File: src/rtl/instr_encoder_loader_pkg.sv
// rtl/instr_encoder_loader_pkg.sv - opcodes, field layout and opcode classes for the instruction encoder
package instr_encoder_loader_pkg;

  localparam int INSTR_W = 32;
  localparam int OP_W    = 7;
  localparam int REG_W   = 5;
  localparam int LOW_W   = 15;
  localparam int OP_LSB  = 25;
  localparam int DR_LSB  = 20;
  localparam int SA_LSB  = 15;

  localparam logic [OP_W-1:0] OP_NOP = 7'h00;
  localparam logic [OP_W-1:0] OP_ADD = 7'h01;
  localparam logic [OP_W-1:0] OP_SUB = 7'h02;
  localparam logic [OP_W-1:0] OP_SLT = 7'h03;
  localparam logic [OP_W-1:0] OP_AND = 7'h04;
  localparam logic [OP_W-1:0] OP_OR  = 7'h05;
  localparam logic [OP_W-1:0] OP_XOR = 7'h06;
  localparam logic [OP_W-1:0] OP_ST  = 7'h07;
  localparam logic [OP_W-1:0] OP_ADI = 7'h08;
  localparam logic [OP_W-1:0] OP_SBI = 7'h09;
  localparam logic [OP_W-1:0] OP_ANI = 7'h0A;
  localparam logic [OP_W-1:0] OP_ORI = 7'h0B;
  localparam logic [OP_W-1:0] OP_XRI = 7'h0C;
  localparam logic [OP_W-1:0] OP_AIU = 7'h0D;
  localparam logic [OP_W-1:0] OP_SIU = 7'h0E;
  localparam logic [OP_W-1:0] OP_LD  = 7'h0F;
  localparam logic [OP_W-1:0] OP_MOV = 7'h10;
  localparam logic [OP_W-1:0] OP_NOT = 7'h11;
  localparam logic [OP_W-1:0] OP_LSL = 7'h12;
  localparam logic [OP_W-1:0] OP_LSR = 7'h13;
  localparam logic [OP_W-1:0] OP_JMR = 7'h14;
  localparam logic [OP_W-1:0] OP_BZ  = 7'h15;
  localparam logic [OP_W-1:0] OP_BNZ = 7'h16;
  localparam logic [OP_W-1:0] OP_JMP = 7'h17;
  localparam logic [OP_W-1:0] OP_JML = 7'h18;

  typedef enum logic [3:0] {
    OPCLASS_NOP,
    OPCLASS_R,
    OPCLASS_I,
    OPCLASS_UN,
    OPCLASS_SH,
    OPCLASS_JR,
    OPCLASS_BR,
    OPCLASS_JMP,
    OPCLASS_JML,
    OPCLASS_ILL
  } opclass_e;

  function automatic opclass_e op_class(input logic [OP_W-1:0] op);
    case (op)
      OP_NOP:                                              return OPCLASS_NOP;
      OP_ADD, OP_SUB, OP_SLT, OP_AND, OP_OR, OP_XOR, OP_ST: return OPCLASS_R;
      OP_ADI, OP_SBI, OP_ANI, OP_ORI, OP_XRI, OP_AIU,
      OP_SIU, OP_LD:                                       return OPCLASS_I;
      OP_MOV, OP_NOT:                                      return OPCLASS_UN;
      OP_LSL, OP_LSR:                                      return OPCLASS_SH;
      OP_JMR:                                              return OPCLASS_JR;
      OP_BZ, OP_BNZ:                                       return OPCLASS_BR;
      OP_JMP:                                              return OPCLASS_JMP;
      OP_JML:                                              return OPCLASS_JML;
      default:                                             return OPCLASS_ILL;
    endcase
  endfunction

endpackage

File: src/rtl/instr_field_packer.sv
// rtl/instr_field_packer.sv - combinational op+fields to 32-bit instruction word, illegal ops become NOP
import instr_encoder_loader_pkg::*;

module instr_field_packer (
  input  logic [OP_W-1:0]    op,
  input  logic [REG_W-1:0]   dr,
  input  logic [REG_W-1:0]   sa,
  input  logic [REG_W-1:0]   sb,
  input  logic [LOW_W-1:0]   imm,
  output logic [INSTR_W-1:0] word,
  output logic               illegal
);

  logic [OP_W-1:0]  op_f;
  logic [REG_W-1:0] dr_f;
  logic [REG_W-1:0] sa_f;
  logic [LOW_W-1:0] low_f;

  // Fields an opcode class does not use are zeroed so every word decodes canonically.
  always_comb begin
    op_f    = op;
    dr_f    = dr;
    sa_f    = sa;
    low_f   = '0;
    illegal = 1'b0;
    case (op_class(op))
      OPCLASS_R:   low_f = {sb, 10'b0};
      OPCLASS_I:   low_f = imm;
      OPCLASS_UN:  low_f = '0;
      OPCLASS_SH:  low_f = {10'b0, sb};
      OPCLASS_JR:  dr_f  = '0;
      OPCLASS_BR: begin
        dr_f  = '0;
        low_f = imm;
      end
      OPCLASS_JMP: begin
        dr_f  = '0;
        sa_f  = '0;
        low_f = imm;
      end
      OPCLASS_JML: begin
        sa_f  = '0;
        low_f = imm;
      end
      OPCLASS_NOP: begin
        dr_f = '0;
        sa_f = '0;
      end
      default: begin
        op_f    = OP_NOP;
        dr_f    = '0;
        sa_f    = '0;
        illegal = 1'b1;
      end
    endcase

    word = '0;
    word[OP_LSB +: OP_W]  = op_f;
    word[DR_LSB +: REG_W] = dr_f;
    word[SA_LSB +: REG_W] = sa_f;
    word[0 +: LOW_W]      = low_f;
  end

endmodule

File: src/rtl/instr_encoder_loader.sv
// rtl/instr_encoder_loader.sv - packs field bundles into instruction words and streams a block into IMEM
// Optional running XOR checksum of written words: ENCODER_CHECKSUM_EN.
import instr_encoder_loader_pkg::*;

module instr_encoder_loader #(
  parameter int ADDR_W = 8,
  parameter int CNT_W  = 9
) (
  input  logic               clk,
  input  logic               rst_n,
  input  logic               start,
  input  logic [ADDR_W-1:0]  base_addr,
  input  logic [CNT_W-1:0]   length,
  input  logic               in_valid,
  output logic               in_ready,
  input  logic [OP_W-1:0]    in_op,
  input  logic [REG_W-1:0]   in_dr,
  input  logic [REG_W-1:0]   in_sa,
  input  logic [REG_W-1:0]   in_sb,
  input  logic [LOW_W-1:0]   in_imm,
  output logic               imem_we,
  output logic [ADDR_W-1:0]  imem_addr,
  output logic [INSTR_W-1:0] imem_wdata,
  output logic               busy,
  output logic               done,
  output logic               err_illegal,
  output logic               wrapped,
  output logic [INSTR_W-1:0] checksum
);

  typedef enum logic [1:0] {
    S_IDLE,
    S_LOAD,
    S_DRAIN
  } state_e;

  state_e              state;
  state_e              state_nxt;
  logic [CNT_W-1:0]    remaining;
  logic [ADDR_W-1:0]   next_addr;
  logic                first_word;
  logic                load_start;
  logic                accept;
  logic                last_accept;
  logic [INSTR_W-1:0]  packed_word;
  logic                packed_illegal;

  instr_field_packer u_packer (
    .op      (in_op),
    .dr      (in_dr),
    .sa      (in_sa),
    .sb      (in_sb),
    .imm     (in_imm),
    .word    (packed_word),
    .illegal (packed_illegal)
  );

  assign load_start  = (state == S_IDLE) && start;
  assign in_ready    = (state == S_LOAD) && (remaining != '0);
  assign accept      = in_valid && in_ready;
  assign last_accept = accept && (remaining == CNT_W'(1));
  assign busy        = (state != S_IDLE);

  always_ff @(posedge clk) begin
    if (!rst_n) state <= S_IDLE;
    else        state <= state_nxt;
  end

  always_comb begin
    state_nxt = state;
    case (state)
      S_IDLE:  if (start && (length != '0)) state_nxt = S_LOAD;
      S_LOAD:  if (last_accept) state_nxt = S_DRAIN;
      S_DRAIN: state_nxt = S_IDLE;
      default: state_nxt = S_IDLE;
    endcase
  end

  // A zero-length start never leaves IDLE but still reports completion.
  always_ff @(posedge clk) begin
    if (!rst_n) begin
      imem_we     <= 1'b0;
      imem_addr   <= '0;
      imem_wdata  <= '0;
      done        <= 1'b0;
      err_illegal <= 1'b0;
      wrapped     <= 1'b0;
      remaining   <= '0;
      next_addr   <= '0;
      first_word  <= 1'b0;
    end else begin
      imem_we <= accept;
      done    <= last_accept || (load_start && (length == '0));
      if (load_start) begin
        next_addr   <= base_addr;
        remaining   <= length;
        first_word  <= 1'b1;
        err_illegal <= 1'b0;
        wrapped     <= 1'b0;
      end else if (accept) begin
        imem_addr  <= next_addr;
        imem_wdata <= packed_word;
        next_addr  <= next_addr + 1'b1;
        remaining  <= remaining - 1'b1;
        first_word <= 1'b0;
        if (packed_illegal) err_illegal <= 1'b1;
        // Wrap is flagged only when a write actually lands on 0 after FF, not when base is 0.
        if ((next_addr == '0) && !first_word) wrapped <= 1'b1;
      end
    end
  end

`ifdef ENCODER_CHECKSUM_EN
  always_ff @(posedge clk) begin
    if (!rst_n)          checksum <= '0;
    else if (load_start) checksum <= '0;
    else if (accept)     checksum <= checksum ^ packed_word;
  end
`else
  assign checksum = '0;
`endif

endmodule

File: config.mk
export PLATFORM = sky130hd
export DESIGN_NAME = instr_encoder_loader
export DESIGN_NICKNAME = d
export VERILOG_FILES = /design/src/rtl/instr_encoder_loader_pkg.sv /design/src/rtl/instr_field_packer.sv /design/src/rtl/instr_encoder_loader.sv
export SDC_FILE = /design/constraint.sdc
export NUM_CORES = 1
export LEC_CHECK = 0
export ABC_CLOCK_PERIOD_IN_PS = 1900
export BUFFER_PORTS_ARGS = -buffer_cell sky130_fd_sc_hd__buf_2
export CAP_MARGIN = 20
export CORE_ASPECT_RATIO = 0.7
export CORE_MARGIN = 2
export CORE_UTILIZATION = 29
export DETAILED_ROUTE_END_ITERATION = 10
export SETUP_SLACK_MARGIN = 0.02
export SYNTH_ARGS = -nofsm -noshare
export SYNTH_HDL_FRONTEND = slang
export SYNTH_SLANG_ARGS = --single-unit
File: constraint.sdc
create_clock -name clk -period 1.9 [get_ports clk]
set_input_delay 0.19 -clock clk [delete_from_list [all_inputs] [get_ports clk]]
set_output_delay 0.19 -clock clk [all_outputs]
set_load 0.03 [all_outputs]
==> results of run 1 <==
registers in the layout (all words and copies together) (netlist names):
signal	cells
imem_wdata	32
imem_we	1
err_illegal	1
done	1
remaining	9
imem_addr	8
next_addr	8
first_word	1
wrapped	1
state	2
how the worst max path moves through the flow:
stage,slack (ns),endpoint,cells past startpoint
6_report,0.09,in_ready,6
5_1_grt,-0.02,next_addr[6],9
4_1_cts,0.03,remaining[0],9
3_5_place_dp,-0.05,imem_wdata[4],8
3_3_place_gp,0.01,imem_wdata[4],8
2_1_floorplan,0.15,imem_wdata[9],8
cells in the mapped netlist, types with 3 or more instances:
cell	number	area, µm²
sky130_fd_sc_hd__nor4_1	4	25.0
sky130_fd_sc_hd__nand2_1	43	161
sky130_fd_sc_hd__buf_2	7	35.0
sky130_fd_sc_hd__buf_4	34	255
sky130_fd_sc_hd__a22o_1	9	78.8
sky130_fd_sc_hd__clkbuf_1	10	37.5
sky130_fd_sc_hd__nand3_1	25	125
sky130_fd_sc_hd__o31ai_1	11	82.6
sky130_fd_sc_hd__xnor2_1	4	35.0
sky130_fd_sc_hd__o21ai_0	14	70.1
sky130_fd_sc_hd__ha_1	7	87.6
sky130_fd_sc_hd__a211oi_1	4	30.0
sky130_fd_sc_hd__dfxtp_1	64	1280
sky130_fd_sc_hd__inv_1	13	48.8
sky130_fd_sc_hd__a21oi_1	32	160
sky130_fd_sc_hd__xor2_1	4	35.0
sky130_fd_sc_hd__nor3_1	6	30.0
sky130_fd_sc_hd__o211ai_1	3	22.5
sky130_fd_sc_hd__nor2_1	25	93.8
sky130_fd_sc_hd__a22oi_1	12	90.1
sky130_fd_sc_hd__o21ai_1	6	30.0
sky130_fd_sc_hd__and3_1	4	25.0
repair_timing:
action                                  CTS  global route
endpoints found under the setup margin    9            44
gates resized for setup                   5            17
pin swaps                                 0             4
buffers inserted                          0             4
cloned                                    0             1
critical path: stages, from the launching register on:
cell	delay (ns)
sky130_fd_sc_hd__dfxtp_4	0.35
sky130_fd_sc_hd__inv_4	0.07
sky130_fd_sc_hd__ha_4	0.13
sky130_fd_sc_hd__nor4b_4	0.29
sky130_fd_sc_hd__buf_4	0.20
sky130_fd_sc_hd__a21oi_2	0.07
sky130_fd_sc_hd__buf_6	0.17
layer usage:
layer | up-vias | routed length [µm] | global-route usage, %
met5 | - | 0 | 0
met4 | 0 | 110 | 4.62
met3 | 9 | 808 | 5.64
met2 | 118 | 4330 | 23.6
met1 | 1490 | 4830 | 21.6
li1 | 1577 | - | -
cell type report:
type                            count  area share, %
Inverter                           13           1.16
Clock inverter                      2          0.792
Timing Repair Buffer              134           17.2
Clock buffer                       14           6.42
Sequential cell                    64           29.1
Tap cell                          153           4.33
Multi-Input combinational cell    290           41.1
logic make-up (layout without fill, tap and decap cells):
| group | after synthesis | in the layout | synth area share (%) |
|---|---|---|---|
| and+or+nand+nor | 131 | 131 | 21.1 |
| AOI/OAI and AO/OA | 110 | 110 | 22.7 |
| buffers and inverters | 66 | 163 | 11.8 |
| DFF | 64 | 64 | 38.7 |
| xor gates and xnor gates | 9 | 9 | 2.61 |
| adders and majority gates | 7 | 7 | 2.64 |
| other | 1 | 32 | 0.113 |
| muxes | 1 | 1 | 0.302 |
power by group through the flow:
stage | Clock (mW) | Sequential [mW] | Combinational [mW]
final | 1.73 | 1.44 | 0.710
after floorplan | 0 | 1.48 | 0.456
after global routing | 1.83 | 1.45 | 0.767
after detailed placement | 0 | 1.47 | 0.656
after global placement | 0 | 1.46 | 0.648
after CTS | 1.78 | 1.44 | 0.663
stage by stage:
step	util, %	setup TNS (ns)
6_report	39.9	0
5_1_grt	39.9	-0.0260
4_1_cts	39.0	0
3_5_place_dp	36.0	-0.111
3_3_place_gp	36.0	0
2_1_floorplan	-	0
==> summary.md, run 1 <==
| Metric | Value |
|---|---|
| Share of the yosys chip area belonging to registers | about two fifths |
| # hold bufs at CTS | 0 |
| Worst VDD drop | 432 µV |
| Flops & latches, synth | 64 |
| Insertion delay to the later sink of the worst-skew pair | about 0.33 ns |
| Run status | complete, no violations |
| Fraction of layout instances using a drive strength above 1 | around 33% |
| Worst hold path stage count | 2 |
| Sequential cell area | approximately 1300 µm² |
| Start of the worst register-to-register path | remaining[2] |
| Die outline height | a little over 90 µm |
| Final-report hold violation count | 0 |
| Post-synth EDFFs | 0 |
| Residual antenna-violating net count after detailed routing | 0 |
| Total area of multi-input combinational cells | between 1500 and 2000 µm² |
| Overall power after layout | ~3.9 mW |
| # port buffers | 103 |
| CTS Sinks | 64 |
| Number of nets in the layout | about 580 |
| Post-synth design cell area | 3310 µm² |
| Class of the tightest hold or removal check | primary input to flop |
| Number of optimization iterations in the first detailed-route pass | 4 |
| Data required time of the critical path | around 1.7 ns |
| Unique masters post-synth | approximately 60 |
| # placed instances | approximately 650 |
| Number of buffers inserted during clock tree synthesis | 9 |
| Clock transition time at the flip-flop clock pins of the worst setup and hold paths | about 0.060 ns |
| Unrepaired setup endpoints after global routing | true |
| Fillers | 1,144 |
| Vias in the first global route | a little under 3,000 |
| Worst-path maximum fanout | 4 |
| Worst reg-to-reg setup slack | 0.12 ns |
| CTS tree | built |
| Die footprint | roughly 12,000 µm² |
| Pins over their slew limit | 0 |
| Total Wirelength | just over 10,000 µm |
| Global-route wire length before repair | between 15,000 and 20,000 µm |
| Endpoint, Worst Hold | imem_wdata[17] |
| Async set or reset register ratio after synthesis | 0% |
| Worst R2R Path Depth | 6 |
| Antenna violations before repair | 0 |
| Antenna diode instance count | 0 |
| Clock Path Buffers | 2 |
| GR Util All Layers | approximately 16% |
| Syn Area/Cell | between 8 and 9 µm² |
| Overflow after GRT | 0 |
| Start point of the critical path | remaining[1] |
| Most frequent cells in the layout | 103 x sky130_fd_sc_hd__buf_2, 63 x sky130_fd_sc_hd__dfxtp_1, 43 x sky130_fd_sc_hd__nand2_1, 32 x sky130_fd_sc_hd__conb_1, 30 x sky130_fd_sc_hd__a21oi_1 |
| Width of the die | 132 µm |
| Maximum number of pins on one net before global-route repair | 30 |
| Share of the clock period used by the worst path | between 90 and 100% |
| Clock power share | ~45% |
| Final setup margin | between 0.08 and 0.09 ns |
| Number of top-level pins | 136 |
| Min Tclk post-route | 1.81 ns |
| Post-Place Cell Area | around 4000 µm² |
| Mean number of vias per cell | between 4 and 5 |
| Post-DP HPWL | between 7000 and 8000 µm |
| NetSw | 1.08 mW |
| Cell-internal power | ~2.8 mW |
| Cell row count | 32 |
| Critical path type | flop to output port |
| Destination of the worst register-to-register timing path | next_addr[2] |
| Final-layout worst hold slack | roughly 0.064 ns |
| Dpl ws | -0.0523 ns |
| Startpoint Class | flop |
| Normalized max-slew margin | 61.0% |
| Clock root buffer master | sky130_fd_sc_hd__clkbuf_16 |
| Drt initial violations | 208 |
| Worst Tran Pin Value | 0.578 ns |
| DRC errors left | 0 |
| H-tree depth | 3 |
| Critical path arrival | about 1.6 ns |
| Starting density of the core | 29.9% |
| Final instance area | roughly 4400 µm² |
| Skew final | ~0.0086 ns |
| Most used flip-flop cell after synthesis | sky130_fd_sc_hd__dfxtp_1 |
| Core ar. | around 11,000 µm² |
| Wire length per cell | 15.0 µm |
| Static leakage | approximately 2 nW |
| Combinational share of power | a little under a fifth |
| Worst setup EP type | output port |
| Setup violators final | 0 |
| Share of power burned in registers | approximately 37% |
| Layout area overhead | 33.5% |
| Synth warn | 0 |
| Fmax | between 500 and 600 MHz |
| Switching share of power | between 20% and 30% |
| HP Start | in_sa[2] |
| Maximum Capacitance Violations | 0 |
| Global placer's final weighted congestion | around 0.9 |
| Number of vias in the routed layout | 3,194 |
| Leading cell type in the layout, fill and taps excluded | sky130_fd_sc_hd__buf_2 |
| Post-Synthesis Cells | about 400 |
| Final Non-Filler Cells | between 600 and 700 |
| P per Cell Area | ~900 nW/µm² |
(Power assumes the default switching activity.)
==> inputs of run 2 (changes only) <==
--- a/config.mk
+++ b/config.mk
@@ -10,7 +10,7 @@
 export CAP_MARGIN = 20
 export CORE_ASPECT_RATIO = 0.7
 export CORE_MARGIN = 2
-export CORE_UTILIZATION = 29
+export CORE_UTILIZATION = 28
 export DETAILED_ROUTE_END_ITERATION = 10
 export SETUP_SLACK_MARGIN = 0.02
 export SYNTH_ARGS = -nofsm -noshare
==> run 2 against run 1 <==
Against the previous run: final cell count increased by 0.30%; clock power is 2% higher; sequential share of layout area fell by 0.30 points; routed wire length decreased by 2.0%; via count is 1.2% higher; flip-flop and latch count stayed put; die area rose by 3.4%; critical path type is now flop to flop.
==> summary.md, run 2 (synthesized netlist as in run 1, its figures left out) <==
| Metric | Value |
|---|---|
| Maximum Capacitance Violations | 0 (unchanged) |
| Overall power after layout | 3.92 mW (+1.0%) |
| Min Tclk post-route | 1.79 ns (-0.0179 ns) |
| Setup violators final | 0 (unchanged) |
| Met2 wirelength from detailed routing | 4260 µm (-1.8%) |
| M1 WL | 4660 µm (-3.5%) |
| Post-layout util | 38.4% (-1.5 points) |
| Vias in the first global route | 2,920 (-0.41%) |
| CTS Sinks | 64 (unchanged) |
| Wire length per cell | 14.7 µm (-2.3%) |
| DRC errors left | 0 (unchanged) |
| Core ar. | 11,600 µm² (+4.6%) |
| Overflow after GRT | 0 (unchanged) |
| Fmax | 558 MHz (+1.0%) |
| Worst-path maximum fanout | 5 (+1) |
| Fraction of layout instances using a drive strength above 1 | 33.0% (-0.45 points) |
| Number of buffers inserted during clock tree synthesis | 9 (unchanged) |
| WL met3 | 772 µm (-4.5%) |
| Leading cell type in the layout, fill and taps excluded | sky130_fd_sc_hd__buf_2 |
| Drt initial violations | 162 (-22%) |
| NetSw | 1.09 mW (+1.6%) |
| Post-Place Cell Area | 4010 µm² (+0.44%) |
| Number of flip-flops in the largest register | 32 (unchanged) |
| Class of the tightest hold or removal check | primary input to flop |
| Critical path arrival | 2.01 ns (+0.39 ns) |
| Normalized max-slew margin | 56.8% (-4.2 points) |
| Largest register by flop count | imem_wdata |
| # hold bufs at CTS | 0 (unchanged) |
| Clock transition time at the flip-flop clock pins of the worst setup and hold paths | 0.06 ns (about the same) |
| Die outline height | 95.0 µm (+1.7%) |
| Critical path type | flop to flop |
| Pins over their slew limit | 0 (unchanged) |
| Cell-internal power | 2.83 mW (+0.81%) |
| Number of top-level pins | 136 (unchanged) |
| Clock power share | 45.0% (+0.4 points) |
| Starting density of the core | 28.5% (-1.3 points) |
| Switching share of power | 27.9% (+0.16 points) |
| Skew final | 0.00711 ns (-0.00150 ns) |
| CTS tree | built |
| Number of optimization iterations in the first detailed-route pass | 4 (unchanged) |
| Maximum number of pins on one net before global-route repair | 30 (unchanged) |
| Insertion delay to the later sink of the worst-skew pair | 0.33 ns (about the same) |
| Worst setup EP type | flop |
| Combinational share of power | 18.3% (about the same) |
| Mean number of vias per cell | 4.81 (+0.92%) |
| Share of power burned in registers | 36.7% (-0.4 points) |
| Global-route wire length before repair | 14,800 µm (-3.5%) |
| Total Wirelength | 9880 µm (-2.0%) |
| # port buffers | 103 (unchanged) |
| Post-DP HPWL | 7330 µm (-4.4%) |
| Registers with the most flip-flops | imem_wdata: 32 flops, remaining: 9 flops |
| Topmost layer with routed signal wires | met4 |
| Layout area overhead | 34.5% |
| Residual antenna-violating net count after detailed routing | 0 (unchanged) |
| GR Util All Layers | 15.1% (-0.75 points) |
| Run status | complete, no violations |
| Width of the die | 134 µm (+1.7%) |
| Worst Tran Pin Value | 0.643 ns (+0.0642 ns) |
| Antenna violations before repair | 0 (unchanged) |
| Final setup margin | 0.106 ns (+0.0179 ns) |
| Dpl ws | -0.0263 ns (+0.0260 ns) |
| Most frequent cells in the layout | 103 x sky130_fd_sc_hd__buf_2, 64 x sky130_fd_sc_hd__dfxtp_1, 43 x sky130_fd_sc_hd__nand2_1, 32 x sky130_fd_sc_hd__conb_1, 31 x sky130_fd_sc_hd__a21oi_1 |
| Clock Path Buffers | 2 (unchanged) |
| Share of the clock period used by the worst path | 94.4% (-0.94 points) |
| H-tree depth | 3 (unchanged) |
| Static leakage | 1.95 nW (+0.42%) |
| Final-report hold violation count | 0 (unchanged) |
| Global placer's final weighted congestion | 0.879 (-0.87%) |
| P per Cell Area | 880 nW/µm² (+0.29%) |
| Worst VDD drop | 450 µV (+4.1%) |
| Number of vias in the routed layout | 3,233 (+1.2%) |
| Cell row count | 33 (+3.1%) |
| Clock root buffer master | sky130_fd_sc_hd__clkbuf_16 |
| Fillers | 1,194 (+4.4%) |
| Die footprint | 12,700 µm² (+3.4%) |
| Unrepaired setup endpoints after global routing | true |
| Number of nets in the layout | 576 (-0.17%) |
| Data required time of the critical path | 2.11 ns (+0.40 ns) |
| Startpoint Class | flop |
| Final instance area | 4450 µm² (+0.74%) |
| Antenna diode instance count | 0 (unchanged) |
run 2: changes by cell type in the layout (fill, tap and decap cells not counted), sizes merged:
cell,previous run,this run
clkinvlp,0,1
bufinv,1,2
clkbuf,14,11
clkinv,1,2
buf,134,132
run 2: stage by stage:
stage / hold slack [ns] / cells / TNS, ns
finish: 0.0808 / 672 / 0
global route: 0.0731 / 672 / -0.00363
global placement: 0.404 / 653 / 0
CTS: 0.0624 / 669 / 0
floorplan: 0.316 / 420 / 0
detailed placement: 0.406 / 653 / -0.0692
run 2: final timing paths:
check / from / to / slack [ns] / depth (start not counted)
hold / removal: in_sa[2] / imem_wdata[17] / 0.08 / 2
setup / recovery: remaining[2] / imem_wdata[25] / 0.11 / 5
setup reg to reg: remaining[2] / imem_wdata[25] / 0.11 / 5
hold reg to reg: imem_wdata[1] / imem_wdata[1] / 0.45 / 2
run 2: power groups by stage:
| stage | clock, mW | sequential (mW) | combinational [mW] |
|---|---|---|---|
| 2_1_floorplan | 0 | 1.48 | 0.456 |
| 3_3_place_gp | 0 | 1.46 | 0.652 |
| 3_5_place_dp | 0 | 1.47 | 0.661 |
| 4_1_cts | 1.82 | 1.44 | 0.665 |
| 5_1_grt | 1.88 | 1.44 | 0.780 |
| 6_report | 1.77 | 1.44 | 0.717 |
run 2: final cells by class:
| type | instances | area, µm² | share of cell area [%] |
|---|---|---|---|
| flip-flops and latches | 64 | 1280 | 28.8 |
| repair buffers | 133 | 778 | 17.5 |
| well taps | 157 | 196 | 4.41 |
| clock inverters | 5 | 81.3 | 1.83 |
| clock buffers | 10 | 239 | 5.37 |
| inverters | 13 | 48.8 | 1.10 |
| multi-input cells | 290 | 1830 | 41.1 |
run 2: timing repair:
item / in CTS / in global routing
buffers inserted: 1 / 2
gates cloned: 0 / 1
resized for setup: 0 / 16
pin swaps: 1 / 7
endpoints found under the setup margin: 1 / 28
run 2: metal layers:
| metal | up-vias | global-route usage (%) |
|---|---|---|
| met4 | 0 | 5.50 |
| met3 | 19 | 5.31 |
| met2 | 138 | 22.6 |
| met5 | - | 0 |
| met1 | 1493 | 20.2 |
| li1 | 1583 | - |
run 2: critical path, stage by stage (launching register included):
cell and delay, ns:
sky130_fd_sc_hd__dfxtp_1 0.33, sky130_fd_sc_hd__nor4_4 0.47, sky130_fd_sc_hd__buf_4 0.21, sky130_fd_sc_hd__a211o_1 0.28, sky130_fd_sc_hd__nor2_1 0.17, sky130_fd_sc_hd__a22o_1 0.21
